`src/rtl/pipe_seq_pkg.sv`:
```
// Shared types and constants for the pipeline sequencing controller.
package pipe_seq_pkg;

  typedef enum logic [0:0] {
    RUN  = 1'b0,
    HALT = 1'b1
  } seq_state_e;

  localparam logic [15:0] NOP_INSTR          = 16'hFFFF;
  localparam logic [3:0]  JSR_OPCODE         = 4'b1000;
  localparam int unsigned VEC_BASE_DEFAULT   = 512;
  localparam int unsigned VEC_STRIDE_DEFAULT = 16;
  localparam int unsigned NEST_DEPTH         = 4;

  // Vector address before truncation to the address width.
  function automatic logic [31:0] vec_addr(input int unsigned base, input int unsigned stride,
                                           input int unsigned idx);
    return base + idx * stride;
  endfunction

endpackage

```
`src/rtl/irq_prio_enc.sv`:
```
// Fixed-priority encoder: bit 0 wins; gives any-valid, binary index and one-hot grant.
module irq_prio_enc #(
  parameter int unsigned N  = 4,
  parameter int unsigned IW = 2
) (
  input  logic [N-1:0]  req,
  output logic          valid,
  output logic [IW-1:0] idx,
  output logic [N-1:0]  onehot
);

  always_comb begin
    valid = |req;
    idx   = '0;
    // Descending scan so the lowest set index is the last one written.
    for (int i = int'(N) - 1; i >= 0; i--) begin
      if (req[i]) idx = IW'(i);
    end
  end

  assign onehot = req & ~(req - N'(1));

endmodule

```
`src/rtl/pipe_seq_ctrl.sv`:
```
// Fetch/sequencing controller: PC shadows, stall/flush, halt and vectored IRQ injection.
// Optional nested interrupts are enabled by defining PIPE_SEQ_NEST_EN.
module pipe_seq_ctrl
  import pipe_seq_pkg::*;
#(
  parameter int unsigned AW         = 12,
  parameter int unsigned NIRQ       = 4,
  parameter int unsigned VEC_BASE   = VEC_BASE_DEFAULT,
  parameter int unsigned VEC_STRIDE = VEC_STRIDE_DEFAULT,
  parameter int unsigned DEPTH_W    = 4
) (
  input  logic            clk,
  input  logic            reset,
  input  logic            load_mode,
  input  logic            stall,
  input  logic            br_valid,
  input  logic [AW-1:0]   br_target,
  input  logic            jsr_ex,
  input  logic            ret_ex,
  input  logic [AW-1:0]   ret_target,
  input  logic            halt_ex,
  input  logic [NIRQ-1:0] irq,
  input  logic [NIRQ-1:0] irq_mask,
  output logic [AW-1:0]   pc,
  output logic [AW-1:0]   pc_id,
  output logic [AW-1:0]   pc_ex,
  output logic            flush,
  output logic            inject_valid,
  output logic [AW-1:0]   inject_vec,
  output logic [NIRQ-1:0] irq_ack,
  output logic            int_active,
  output logic            halted
);

  localparam int unsigned IW = (NIRQ > 1) ? $clog2(NIRQ) : 1;

  seq_state_e         state_q, state_d;
  logic [AW-1:0]      pc_q, pc_id_q, pc_ex_q, pc_next;
  logic [NIRQ-1:0]    pending_q, pending_d, pend_en, enc_onehot, ack;
  logic [DEPTH_W-1:0] depth_q, depth_d, depth_t;
  logic               skip_q, skip_d, skip_t;
  logic               active_q, active_d;
  logic               adv, flush_c, inj, nest_ok, enc_valid;
  logic [IW-1:0]      enc_idx;

  assign pend_en = pending_q & irq_mask;

  irq_prio_enc #(
    .N  (NIRQ),
    .IW (IW)
  ) u_prio (
    .req    (pend_en),
    .valid  (enc_valid),
    .idx    (enc_idx),
    .onehot (enc_onehot)
  );

  assign adv     = reset & ~load_mode & ~stall & (state_q != HALT);
  assign flush_c = reset & (ret_ex | br_valid | halt_ex | (state_q == HALT));
  assign inj     = (state_q == RUN) & adv & ~flush_c & enc_valid & (~active_q | nest_ok);
  assign ack     = inj ? enc_onehot : '0;

  always_comb begin
    pc_next = pc_q + AW'(1);
    if (ret_ex) begin
      pc_next = ret_target + AW'(1);
    end else if (br_valid) begin
      pc_next = br_target;
    end
  end

`ifdef PIPE_SEQ_NEST_EN
  localparam int unsigned SP_W = 3;
  logic [IW-1:0]      act_idx_q, act_idx_d;
  logic [IW-1:0]      nest_idx_q   [NEST_DEPTH];
  logic [DEPTH_W-1:0] nest_depth_q [NEST_DEPTH];
  logic               nest_skip_q  [NEST_DEPTH];
  logic [SP_W-1:0]    sp_q, sp_d;
  logic [1:0]         top_ptr, push_ptr;
  logic               push, pop;

  assign top_ptr  = 2'(sp_q - SP_W'(1));
  assign push_ptr = 2'(sp_q);
  assign nest_ok  = active_q & (sp_q != SP_W'(NEST_DEPTH)) & (enc_idx < act_idx_q);
`else
  assign nest_ok = 1'b0;
`endif

  always_comb begin
    state_d   = state_q;
    pending_d = pending_q;
    active_d  = active_q;
    depth_t   = depth_q;
    skip_t    = skip_q;
`ifdef PIPE_SEQ_NEST_EN
    act_idx_d = act_idx_q;
    push      = 1'b0;
    pop       = 1'b0;
`endif
    if (!load_mode) begin
      pending_d = (pending_q | (irq & irq_mask)) & ~ack;
      unique case (state_q)
        RUN:     if (halt_ex && adv) state_d = HALT;
        HALT:    if (|pend_en) state_d = RUN;
        default: state_d = RUN;
      endcase
      if (active_q) begin
        if (ret_ex) begin
          if (depth_q != '0) begin
            depth_t = depth_q - DEPTH_W'(1);
          end else begin
`ifdef PIPE_SEQ_NEST_EN
            if (sp_q != '0) begin
              pop       = 1'b1;
              act_idx_d = nest_idx_q[top_ptr];
              depth_t   = nest_depth_q[top_ptr];
              skip_t    = nest_skip_q[top_ptr];
            end else begin
              active_d = 1'b0;
            end
`else
            active_d = 1'b0;
`endif
          end
        end else if (jsr_ex) begin
          // The first JSR after injection is the injected one and is not a call level.
          if (skip_q) begin
            skip_t = 1'b0;
          end else if (depth_q != '1) begin
            depth_t = depth_q + DEPTH_W'(1);
          end
        end
      end
    end
    depth_d = depth_t;
    skip_d  = skip_t;
    if (inj) begin
`ifdef PIPE_SEQ_NEST_EN
      push      = active_q;
      act_idx_d = enc_idx;
`endif
      active_d = 1'b1;
      depth_d  = '0;
      skip_d   = 1'b1;
    end
  end

`ifdef PIPE_SEQ_NEST_EN
  assign sp_d = sp_q + SP_W'(push) - SP_W'(pop);

  always_ff @(posedge clk) begin
    if (!reset) begin
      sp_q      <= '0;
      act_idx_q <= '0;
    end else begin
      sp_q      <= sp_d;
      act_idx_q <= act_idx_d;
      if (push) begin
        nest_idx_q[push_ptr]   <= act_idx_q;
        nest_depth_q[push_ptr] <= depth_t;
        nest_skip_q[push_ptr]  <= skip_t;
      end
    end
  end
`endif

  always_ff @(posedge clk) begin
    if (!reset) begin
      state_q   <= RUN;
      pc_q      <= '0;
      pc_id_q   <= '0;
      pc_ex_q   <= '0;
      pending_q <= '0;
      active_q  <= 1'b0;
      depth_q   <= '0;
      skip_q    <= 1'b0;
    end else begin
      state_q   <= state_d;
      pending_q <= pending_d;
      active_q  <= active_d;
      depth_q   <= depth_d;
      skip_q    <= skip_d;
      if (adv) begin
        pc_ex_q <= pc_id_q;
        pc_id_q <= pc_q;
        pc_q    <= pc_next;
      end
    end
  end

  assign pc           = pc_q;
  assign pc_id        = pc_id_q;
  assign pc_ex        = pc_ex_q;
  assign flush        = flush_c;
  assign inject_valid = inj;
  assign inject_vec   = inj ? AW'(vec_addr(VEC_BASE, VEC_STRIDE, 32'(enc_idx))) : '0;
  assign irq_ack      = ack;
  assign int_active   = active_q;
  assign halted       = (state_q == HALT);

endmodule

```
`config.mk`:
```
export PLATFORM = sky130hd
export DESIGN_NAME = pipe_seq_ctrl
export DESIGN_NICKNAME = d
export VERILOG_FILES = /design/src/rtl/pipe_seq_pkg.sv /design/src/rtl/irq_prio_enc.sv /design/src/rtl/pipe_seq_ctrl.sv
export SDC_FILE = /design/constraint.sdc
export NUM_CORES = 1
export LEC_CHECK = 0
export CAP_MARGIN = 20
export CORE_MARGIN = 4
export CORE_UTILIZATION = 35
export DETAILED_ROUTE_END_ITERATION = 8
export GPL_TIMING_DRIVEN = 0
export MAX_ROUTING_LAYER = met4
export PLACE_DENSITY = 0.65
export SETUP_SLACK_MARGIN = 0.2
export SLEW_MARGIN = 20
export SYNTH_ARGS = -nofsm -noshare
export SYNTH_HDL_FRONTEND = slang
export SYNTH_SLANG_ARGS = --single-unit
```
`constraint.sdc`:
```
create_clock -name clk -period 2.25 [get_ports clk]
set_input_delay 0.3375 -clock clk [delete_from_list [all_inputs] [get_ports clk]]
set_output_delay 0.3375 -clock clk [all_outputs]
set_load 0.05 [all_outputs]
```
After elaboration in Yosys (flattened, before gate mapping)
Cells that the tools add are included.
{"block": "word_totals", "elab_cells": 79, "latchBits": 0, "reg_bits": 47, "input_bits": 40, "memories": 0, "rom_bits": 0, "ramBits": 0}
{"block": "classes", "bitwise": 24, "magnitude_cmp": 0, "multipliers": 0, "reduce_logical": 10, "n_addsub": 6, "n_eq_ne": 5, "div": 0, "mux": 26, "shift": 0}
{"cell": "$add 12x1->12 const B", "count": 2}
{"cell": "$mux 12", "count": 2}
{"cell": "$mux 4", "count": 6}
{"cell": "$and 4x4->4", "count": 4}
{"cell": "$mux 1", "count": 12}
{"cell": "$add 10x6->11 const A", "count": 1}
{"cell": "$mux 11", "count": 1}
{"cell": "$and 1x1->1", "count": 8}
{"cell": "$mux 2", "count": 4}
{"cell": "$not 4->4", "count": 2}
{"cell": "$reduce_bool 2->1", "count": 4}
{"cell": "$sub 4x1->4 const B", "count": 2}
{"cell": "$ne 2x1->1 const B", "count": 3}
{"cell": "$not 1->1", "count": 6}
{"cell": "$reduce_and 6->1", "count": 1}
{"cell": "$add 4x1->4 const B", "count": 1}
{"cell": "$ne 4x4->1 const B", "count": 1}
{"cell": "$or 4x4->4", "count": 1}
{"cell": "$reduce_and 4->1", "count": 1}
{"cell": "$reduce_bool 4->1", "count": 1}
{"cell": "$reduce_or 4->1", "count": 1}
{"cell": "$or 1x1->1", "count": 3}
{"cell": "$ne 2x2->1 const B", "count": 1}
{"cell": "$pmux 1 s2", "count": 1}
{"cell": "2 further kinds", "count": 2}

Logic depth before layout (Yosys ltp)
Gate-level depths: netlist of the first run.
{"block": "depth", "ltp_word": 11, "depth_mapped": 6, "depth_no_buf": 5}

By module
Synthesis of the first run repeated with hierarchy kept, for this count alone.
{"block": "hier_totals", "cells_unflattened": 335, "hier_area_um2": 2682.6}
{"module": "pipe_seq_ctrl", "area_per_inst_um2": 2623.8, "cells_each": 325, "instances": 1, "seq_area_each_um2": 940.9}
{"module": "irq_prio_enc", "area_per_inst_um2": 58.8, "cells_each": 10, "instances": 1, "seq_area_each_um2": 0.0}

Worst setup path after synthesis of the first run
OpenSTA, ideal clock, no wires.
{"block": "synth_path", "path_kind": "register -> output", "startpoint": "reg state_q (netlist: halted)", "endpoint": "out inject_vec[5]", "arrival_time_ps": 2362, "path_buffers": 0, "path_stages_with_launch": 4, "slack_ps": -450, "path_cell_list": "dfxtp_1 > nor4_1 > nand2_1 > nor3b_1"}
{"block": "synth_between", "elab_chain_cells": 7, "word_cells_on_any_way": 10, "classes_between": "mux (1); bitwise (9)"}
{"element": "start, declared", "line": "pipe_seq_ctrl.sv:37", "rtl": "seq_state_e state_q, state_d;"}
{"element": "start signal, assigned", "line": "pipe_seq_ctrl.sv:178", "rtl": "state_q <= state_d;"}
{"element": "$not 1->1 or $or 1x1->1 (tied branches)"}
{"element": "$and 1x1->1 (on tied branches)", "line": "pipe_seq_ctrl.sv:58, pipe_seq_ctrl.sv:59"}
{"element": "$and 1x1->1 or $not 1->1 (tied branches)", "line": "pipe_seq_ctrl.sv:60", "rtl": "assign inj = (state_q == RUN) & adv & ~flush_c & enc_valid & (~active_q | nest_ok);"}
{"element": "$and 1x1->1 * (3 in a row)", "line": "pipe_seq_ctrl.sv:60"}
{"element": "$mux 11 *", "line": "pipe_seq_ctrl.sv:196", "rtl": "assign inject_vec = inj ? AW'(vec_addr(VEC_BASE, VEC_STRIDE, 32'(enc_idx))) : '0;"}
{"element": "end, declared", "line": "pipe_seq_ctrl.sv:29", "rtl": "output logic [AW-1:0] inject_vec,"}
Every way passes the cells marked *; elsewhere a longest branch is shown, timed or not.

Worst setup path in the final report of the first run
{"block": "layout_path", "startpoint": "in irq_mask[3]", "endpoint": "out inject_vec[9]"}
{"block": "layout_between", "elab_chain_cells": 7, "word_cells_on_any_way": 10, "classes_between": "add/sub (1); mux (5); bitwise (3); reduce/logical (1)"}
{"element": "start, declared", "line": "pipe_seq_ctrl.sv:23", "rtl": "input logic [NIRQ-1:0] irq_mask,"}
{"element": "$and 4x4->4 *", "line": "pipe_seq_ctrl.sv:46", "rtl": "assign pend_en = pending_q & irq_mask;"}
{"element": "$mux 2 (4 in a row)", "line": "irq_prio_enc.sv:17", "rtl": "if (req[i]) idx = IW'(i);"}
{"element": "$add 10x6->11", "line": "pipe_seq_pkg.sv:18", "rtl": "return base + idx * stride;"}
{"element": "$mux 11 *", "line": "pipe_seq_ctrl.sv:196"}
Marks and branches as above.

==> results of run 1 <==
cell type report:
| cell class | instances | share of cell area |
|---|---|---|
| multi-input combinational | 264 | 0.416 |
| timing repair buffer | 93 | 0.234 |
| inverter | 8 | 0.00833 |
| buffer | 29 | 0.0452 |
| clock inverter | 3 | 0.00513 |
| tap | 99 | 0.0317 |
| sequential | 47 | 0.242 |
| clock buffer | 5 | 0.0176 |
stage by stage:
stage	TNS, ps	hold WS (ps)	cells
global route	0	475	548
CTS	0	461	544
global placement	-5980	441	532
floorplan	0	467	348
detailed placement	-6100	448	532
finish	0	448	548
logic make-up (layout without fill, tap and decap cells):
family          count (synthesis)  in the layout  share of synthesized area
fa+ha+maj                       5              5                     0.0264
other cells                     1              9                    0.00141
compound gates                 67             67                      0.177
mux                             4              4                     0.0151
simple gates                  169            169                      0.319
flops                          47             47                      0.354
buf+inv                        37            138                     0.0739
xor+xnor                       10             10                     0.0330
state kept, by name, indices dropped and copies added (netlist names):
| name | flops |
|---|---|
| depth_q | 4 |
| halted | 1 |
| int_active | 1 |
| pc | 12 |
| pc_ex | 12 |
| pc_id | 12 |
| pending_q | 4 |
| skip_q | 1 |
worst max-delay path: stages:
cell             delay, ps
clkdlybuf4s50_1        450
a22o_1                 230
o211ai_1               180
buf_4                  180
inv_4                   40
buf_6                  100
buf_8                  140
path summary, 6_finish.rpt:
kind,start,to,slack (ps),cells after the start
worst max-delay path,irq_mask[3],inject_vec[9],260,7
worst min-delay path,irq_mask[2],pending_q[2]$_SDFFE_PN0N_,450,3
worst max register to register,halted$_SDFFE_PN0N_,pc[3]$_SDFFE_PN0P_,360,5
worst min register to register,pc_ex[8]$_SDFFE_PN0P_,pc_ex[8]$_SDFFE_PN0P_,460,2
metal layers:
layer	GRT usage	vias up	routed length [um]
met4	0.0445	0	89
met1	0.242	1265	3600
met2	0.286	86	3700
met5	-	-	0
met3	0.0260	9	397
li1	-	1425	-
power groups by stage:
stage | combinational [uW] | sequential (uW) | clock (uW)
finish | 418 | 883 | 509
floorplan | 187 | 960 | 0
CTS | 415 | 883 | 525
global route | 449 | 887 | 563
global placement | 410 | 902 | 0
detailed placement | 411 | 902 | 0
cells in the final DEF, fill, tap and decap left out, types with 5 or more instances in the layout:
master	instances
a21oi_1	8
a31oi_1	9
buf_4	21
clkbuf_1	11
clkbuf_8	6
clkdlybuf4s50_1	65
conb_1	9
dfxtp_1	46
dlygate4sd2_1	5
dlymetal6s2s_1	6
inv_1	6
nand2_1	71
nand2b_1	5
nand3_1	40
nand4_1	7
nor2_1	6
nor3_1	6
nor3b_1	7
o211ai_1	7
o21ai_0	12
xnor2_1	7
repair_timing:
action,4_1_cts,5_1_grt
buffers inserted,4,4
pin swaps,4,4
gates resized for setup,60,16
setup endpoints to repair,10,12
hold endpoints to repair,0,0
==> results.sh, run 1 <==
export IMPL_outcome="finished clean"
export IMPL_power_total_uw=1810
export IMPL_place_area_um2=3720
export IMPL_min_period_ps=1990
export IMPL_syn_area_per_cell_um2=7.81
export IMPL_drt_antenna_violating_nets=0
export IMPL_regArea_um2=945
export IMPL_slew_violations=0
export IMPL_multiInputGateArea_um2=1620
export IMPL_ys_types=57
export IMPL_vdd_drop_max_uv=274
export IMPL_synth_ff_type="dfxtp_1"
export IMPL_cts_made_buffers=5
export IMPL_max_freq_mhz=504
export IMPL_synth_top_cell_area_share=0.354
export IMPL_post_route_util=0.533
export IMPL_leakage_uw=0.00157
export IMPL_num_nets_final=493
export IMPL_internal_power_uw=1240
export IMPL_crit_required_ps=1910
export IMPL_die_area_um2=9050
export IMPL_synth_seq_cells=47
export IMPL_synth_area_leaders="dfxtp_1 35%, nand2_1 10%, nand3_1 7.5%"
export IMPL_tightest_slew_ps=536
export IMPL_grt_remaining_overflow=0
export IMPL_path_clk_slew_ps=80
export IMPL_ys_warn_count=0
export IMPL_timing_max_cap_violations=0
export IMPL_vias_per_cell=5.08
export IMPL_vias=2785
export IMPL_place_ws_ps=-831
export IMPL_clockBufferDepth=2
export IMPL_die_height_um=95.1
export IMPL_yosys_area_top_type="dfxtp_1"
export IMPL_cts_tree="built"
export IMPL_critical_path_class="in -> out"
export IMPL_cp_arrival_ps=1650
export IMPL_syn_area_um2=2660
export IMPL_fin_skew_ps=8.38
export IMPL_detail_route_iter0_violations=168
export IMPL_fillerInstances=705
export IMPL_die_width_um=95.1
export IMPL_synthTopCellsByCount="72 x nand2_1, 47 x dfxtp_1, 40 x nand3_1"
export IMPL_stdcell_area_um2=3900
export IMPL_grt_pass1_vias=2611
export IMPL_antenna_cells=0
export IMPL_start_kind="input port"
export IMPL_slew_headroom=0.641
export IMPL_postSynth_asyncResetShare=0
export IMPL_endpoint_kind="primary output"
export IMPL_yosysMostFrequentCell="nand2_1"
export IMPL_io_buffer_count=85
export IMPL_grt_pass1_wl_mm=12.8
export IMPL_p_per_area_nw_per_um2=464
export IMPL_synth_seq_area_share=0.354
export IMPL_synth_cells=340
export IMPL_finalSetupViolations=0
export IMPL_path_max_fanout=3
export IMPL_holdBufCountCts=0
export IMPL_coreArea_um2=7330
export IMPL_dpl_hpwl_mm=6.16
export IMPL_hold_viol_final=0
export IMPL_track_usage=0.180
export IMPL_power_frac_seq=0.488
export IMPL_grt_max_degree=16
export IMPL_power_switching_fraction=0.314
export IMPL_clk_latency_ps=300
export IMPL_routedWlPerCell_um=14.2
export IMPL_row_count=31
export IMPL_drive_gt1_frac=0.138
export IMPL_rsz0062_at_grt="true"
export IMPL_htree_levels=2
export IMPL_period_share=0.882
export IMPL_cts_sinks=47
export IMPL_setup_slack_ps=265
export IMPL_routed_wl_mm=7.79
export IMPL_power_frac_comb=0.231
export IMPL_netSwitchingPower_uw=569
export IMPL_clock_root_buffer="clkbuf_8"
export IMPL_place_gp_congestion=0.840
export IMPL_clockPowerShare=0.281
export IMPL_initial_utilization=0.362
export IMPL_syn_to_final_growth_pct=47.0
export IMPL_drc=0
export IMPL_hold_path_class="in -> reg"
export IMPL_antenna_found_initial=0
export IMPL_drtPass1Iterations=7
export IMPL_synth_edf_count=0
export IMPL_io_pins=96
(Power assumes the default switching activity.)
==> run 2, diff against run 1 <==
PLACE_DENSITY = 0.68   (was 0.65)
clock period = 1.7 ns   (was 2.25 ns; I/O delays follow)
==> results.sh, run 2 (synthesized netlist as in run 1, its figures left out) <==
export IMPL_critPathBufInv=3
export IMPL_place_gp_congestion=0.919
export IMPL_antenna_cells=0
export IMPL_cp_arrival_ps=1730
export IMPL_setup_slack_ps=-285
export IMPL_period_share=1.17
export IMPL_holdBufCountCts=0
export IMPL_grt_max_degree=17
export IMPL_hold_path_class="in -> reg"
export IMPL_vias=3061
export IMPL_crit_path_top_delay_cell="o211ai_1"
export IMPL_vdd_drop_max_uv=411
export IMPL_critical_path_top_delay_family="compound AO/OA/AOI/OAI gates"
export IMPL_final_common_cell="nand2_1"
export IMPL_violations="negative setup slack"
export IMPL_slowest_delay_ps=440
export IMPL_cts_tree="built"
export IMPL_place_area_um2=3850
export IMPL_outcome="finished with violations"
export IMPL_num_nets_final=517
export IMPL_leakage_uw=0.00186
export IMPL_dpl_hpwl_mm=6.42
export IMPL_clockBufferDepth=2
export IMPL_slew_headroom=0.538
export IMPL_slew_violations=0
export IMPL_track_usage=0.205
export IMPL_die_area_um2=9050
export IMPL_crit_top_cell="buf_8"
export IMPL_routed_wl_mm=9.17
export IMPL_grt_pass1_wl_mm=14.1
export IMPL_detail_route_iter0_violations=220
export IMPL_antenna_found_initial=0
export IMPL_fin_skew_ps=9.92
export IMPL_htree_levels=2
export IMPL_finalSetupViolations=35
export IMPL_stdcell_area_um2=4610
export IMPL_path_cells="a22o_4, o211ai_1, inv_2, buf_8, buf_8"
export IMPL_endpoint_kind="primary output"
export IMPL_path_clk_slew_ps=100
export IMPL_stdcell_count=572
export IMPL_dpl_cell_count=532
export IMPL_final_cell_mix="66 x nand2_1, 32 x dfxtp_1, 29 x clkdlybuf4s50_1"
export IMPL_rsz0062_at_grt="true"
export IMPL_cts_sinks=47
export IMPL_drc=0
export IMPL_p_per_area_nw_per_um2=576
export IMPL_syn_to_final_growth_pct=73.6
export IMPL_io_pins=96
export IMPL_hold_viol_final=0
export IMPL_drtPass1Iterations=5
export IMPL_start_kind="flip-flop"
export IMPL_crit_required_ps=1440
export IMPL_clk_latency_ps=310
export IMPL_critical_path_class="reg -> out"
export IMPL_clock_root_buffer="clkbuf_8"
export IMPL_max_freq_mhz=504
export IMPL_routedWlPerCell_um=16.0
export IMPL_grt_pass1_vias=2868
export IMPL_row_count=31
export IMPL_vias_per_cell=5.35
export IMPL_die_height_um=95.1
export IMPL_drt_antenna_violating_nets=0
export IMPL_initial_utilization=0.362
export IMPL_cts_made_buffers=5
export IMPL_min_period_ps=1980
export IMPL_die_width_um=95.1
export IMPL_timing_max_cap_violations=0
export IMPL_io_buffer_count=85
export IMPL_tightest_slew_ps=694
export IMPL_coreArea_um2=7330
export IMPL_grt_remaining_overflow=0
export IMPL_fillerInstances=627
export IMPL_path_max_fanout=4
export IMPL_drive_gt1_frac=0.391
## run 2: changes by cell type in the layout (fill, tap and decap cells not counted), sizes merged
cell	delta
clkdlybuf4s50	-36
buf	+29
clkdlybuf4s15	+18
clkbuf	+12
dlygate4sd2	+8
dlymetal6s2s	-6
clkinvlp	-2
inv	+2
clkinv	-1
## run 2: area by class of cell
type	count	area (um2)	area share
multi-input combinational	264	1970	0.427
timing repair buffer	117	1120	0.242
sequential	47	977	0.212
buffer	29	280	0.0608
tap	99	124	0.0269
clock buffer	6	93.8	0.0204
inverter	8	35.0	0.00760
clock inverter	2	15.0	0.00326
## run 2: through the flow
stage	power [uW]	setup TNS (ps)	worst slack, ps	hold slack, ps	util
after floorplan	1530	-219	-71.8	440	-
after CTS	2620	-4320	-269	447	0.603
after global routing	2770	-5430	-397	470	0.629
after global placement	1750	-26750	-1280	443	0.525
final	2650	-2990	-285	457	0.629
after detailed placement	1760	-27590	-1280	447	0.525
## run 2: final timing paths
path	start	end	slack, ps	cells past startpoint
setup reg to reg	halted$_SDFFE_PN0N_	pc_ex[0]$_SDFFE_PN0P_	-80	8
hold reg to reg	pc_ex[10]$_SDFFE_PN0P_	pc_ex[10]$_SDFFE_PN0P_	460	2
hold / removal	reset	pc[5]$_SDFFE_PN0P_	460	4
setup / recovery	pending_q[0]$_SDFFE_PN0N_	inject_vec[9]	-290	5
## run 2: power breakdown
part	internal, uW	leakage [uW]	total [uW]	switching, uW
registers	1130	0.000389	1170	45.9
logic	288	0.00141	671	383
clock network	386	0.0000573	810	424
## run 2: tightest hold or removal path: cells and delay by family
kind | cells | cell delay (ps)
buffers and inverters | 1 | 150
AOI/OAI and AO/OA | 2 | 240
and+or+nand+nor | 1 | 70
## run 2: timing repair
| item | CTS | global route |
|---|---|---|
| endpoints found under the setup margin | 92 | 70 |
| pin swaps | 34 | 41 |
| buffers inserted | 19 | 11 |
| gates cloned | 2 | 0 |
| gates resized for setup | 213 | 78 |
| hold endpoints to repair | 0 | 0 |
## run 2: per-layer routing
metal  vias up  global-route usage  share of wire
met2       117               0.349           0.51
met3        11              0.0434          0.070
met4         0              0.0397         0.0096
met1      1452               0.251           0.41
li1       1481                   -              -
met5         -                   -              0
==> run 3, diff against run 2 <==
CORE_MARGIN = default   (was 4)
CORE_UTILIZATION = 41   (was 35)
PLACE_DENSITY = 0.77   (was 0.68)
clock period = 1.6 ns   (was 1.7 ns; I/O delays follow)
==> results.sh, run 3 (synthesized netlist as in run 1, its figures left out) <==
export IMPL_clock_root_buffer="clkbuf_8"
export IMPL_drtPass1Iterations=4
export IMPL_grt_pass1_wl_mm=13.3
export IMPL_vias_per_cell=5.61
export IMPL_holdBufCountCts=0
export IMPL_vdd_drop_max_uv=525
export IMPL_power_frac_seq=0.441
export IMPL_power_switching_fraction=0.320
export IMPL_min_path_cells=4
export IMPL_grt_max_degree=17
export IMPL_drive_gt1_frac=0.429
export IMPL_rsz0062_at_grt="true"
export IMPL_num_nets_final=513
export IMPL_initial_utilization=0.436
export IMPL_dpl_cell_count=508
export IMPL_start_kind="flip-flop"
export IMPL_path_max_fanout=3
export IMPL_internal_power_uw=1920
export IMPL_violations="negative setup slack"
export IMPL_stdcell_area_um2=4630
export IMPL_max_freq_mhz=532
export IMPL_cts_made_buffers=5
export IMPL_clockBufferDepth=2
export IMPL_tightest_slew_ps=665
export IMPL_cts_tree="built"
export IMPL_crit_required_ps=1360
export IMPL_hold_end="pc[8]$_SDFFE_PN0P_"
export IMPL_holdCritStartpoint="reset"
export IMPL_p_per_area_nw_per_um2=609
export IMPL_crit_start="pending_q[2]$_SDFFE_PN0N_"
export IMPL_fin_skew_ps=9.78
export IMPL_outcome="finished with violations"
export IMPL_clk_latency_ps=310
export IMPL_hold_viol_final=0
export IMPL_track_usage=0.262
export IMPL_die_area_um2=6800
export IMPL_crit_path_top_delay_cell="o211ai_1"
export IMPL_routed_wl_mm=8.64
export IMPL_min_period_ps=1880
export IMPL_period_share=1.17
export IMPL_power_frac_comb=0.254
export IMPL_finalSetupViolations=44
export IMPL_stdcell_count=544
export IMPL_syn_to_final_growth_pct=74.3
export IMPL_leakage_uw=0.00180
export IMPL_antenna_cells=0
export IMPL_rr_worst_depth=7
export IMPL_regArea_um2=981
export IMPL_vias=3054
export IMPL_place_area_um2=4010
export IMPL_clockPowerShare=0.305
export IMPL_path_clk_slew_ps=100
export IMPL_crit_top_cell="buf_8"
export IMPL_coreArea_um2=6100
export IMPL_final_common_cell="nand2_1"
export IMPL_hold_path_class="in -> reg"
export IMPL_timing_max_cap_violations=0
export IMPL_grt_pass1_vias=2854
export IMPL_detail_route_iter0_violations=129
export IMPL_htree_levels=2
export IMPL_die_height_um=82.5
export IMPL_place_gp_congestion=0.891
export IMPL_cts_sinks=47
export IMPL_io_buffer_count=85
export IMPL_dpl_hpwl_mm=5.80
export IMPL_routedWlPerCell_um=15.9
export IMPL_row_count=28
export IMPL_multiInputGateArea_um2=1970
export IMPL_slowest_delay_ps=400
export IMPL_fillerInstances=439
export IMPL_grt_remaining_overflow=0
export IMPL_netSwitchingPower_uw=902
export IMPL_r2r_setup_slack_ps=-180
export IMPL_drc=0
export IMPL_drt_antenna_violating_nets=0
export IMPL_setup_slack_ps=-278
export IMPL_slew_headroom=0.557
export IMPL_antenna_found_initial=0
export IMPL_r2r_start="halted$_SDFFE_PN0N_"
export IMPL_die_width_um=82.5
export IMPL_final_cell_mix="66 x nand2_1, 30 x clkdlybuf4s15_2, 29 x dfxtp_1, 29 x clkdlybuf4s50_1, 28 x buf_4"
export IMPL_cp_arrival_ps=1640
export IMPL_io_pins=96
export IMPL_critical_path_class="reg -> out"
export IMPL_reg2reg_to="pc[10]$_SDFFE_PN0P_"
export IMPL_endpoint_kind="primary output"
export IMPL_slew_violations=0
export IMPL_path_cells="a22o_1, o211ai_1, inv_2, buf_8, buf_8"
-- run 3: changes by cell type in the layout (fill, tap and decap cells not counted), sizes merged --
cell,delta
clkdlybuf4s15,+12
dlygate4sd2,-7
clkbuf,-6
buf,-3
clkinv,+1
inv,-1
-- run 3: worst max path at each step --
stage                     endpoint  cells past startpoint
2_1_floorplan  pc[11]$_SDFFE_PN0P_                      5
3_3_place_gp         inject_vec[9]                      7
3_5_place_dp         inject_vec[9]                      7
4_1_cts              inject_vec[9]                      5
5_1_grt              inject_vec[9]                      5
6_report             inject_vec[9]                      5
-- run 3: worst max-delay path, delay by kind of cell, from the launching register on --
family	cells	cell delay (ps)
flops	1	340
compound gates	2	640
buf+inv	3	360
-- run 3: what timing repair did --
item	CTS	global route
pin swaps	44	28
endpoints found under the hold margin	0	0
cloned	3	0
buffers inserted	21	4
setup endpoints to repair	93	59
resized for setup	231	42
-- run 3: layout make-up --
| type | count | area share |
|---|---|---|
| plain buffers | 29 | 0.0616 |
| clock buffers | 6 | 0.0203 |
| clock inverters | 2 | 0.00378 |
| inverters | 8 | 0.00919 |
| multi-input cells | 264 | 0.426 |
| flip-flops and latches | 47 | 0.212 |
| well taps | 75 | 0.0203 |
| repair buffers | 113 | 0.247 |
-- run 3: routing by layer --
metal	share of wire	vias up	GRT usage
met3	0.060	15	0.0363
met2	0.49	154	0.439
li1	-	1470	-
met1	0.43	1415	0.326
met5	0	-	-
met4	0.014	0	0.0845
-- run 3: stage by stage --
stage          total power, uW  utilization  hold WS [ps]  setup WS (ps)  TNS (ps)
2_1_floorplan             1650            -           425           -138      -555
3_3_place_gp              1880        0.657           433          -1290    -27900
3_5_place_dp              1890        0.657           438          -1320    -28840
4_1_cts                   2790        0.747           436           -273     -3590
5_1_grt                   2940        0.760           468           -333     -5930
6_report                  2820        0.760           446           -278     -3810
-- run 3: power by group through the flow --
stage,registers (uW),clock network (uW),logic (uW)
3_5_place_dp,1270,0,619
3_3_place_gp,1270,0,614
6_report,1240,860,717
5_1_grt,1250,928,759
4_1_cts,1240,859,687
2_1_floorplan,1350,0,304
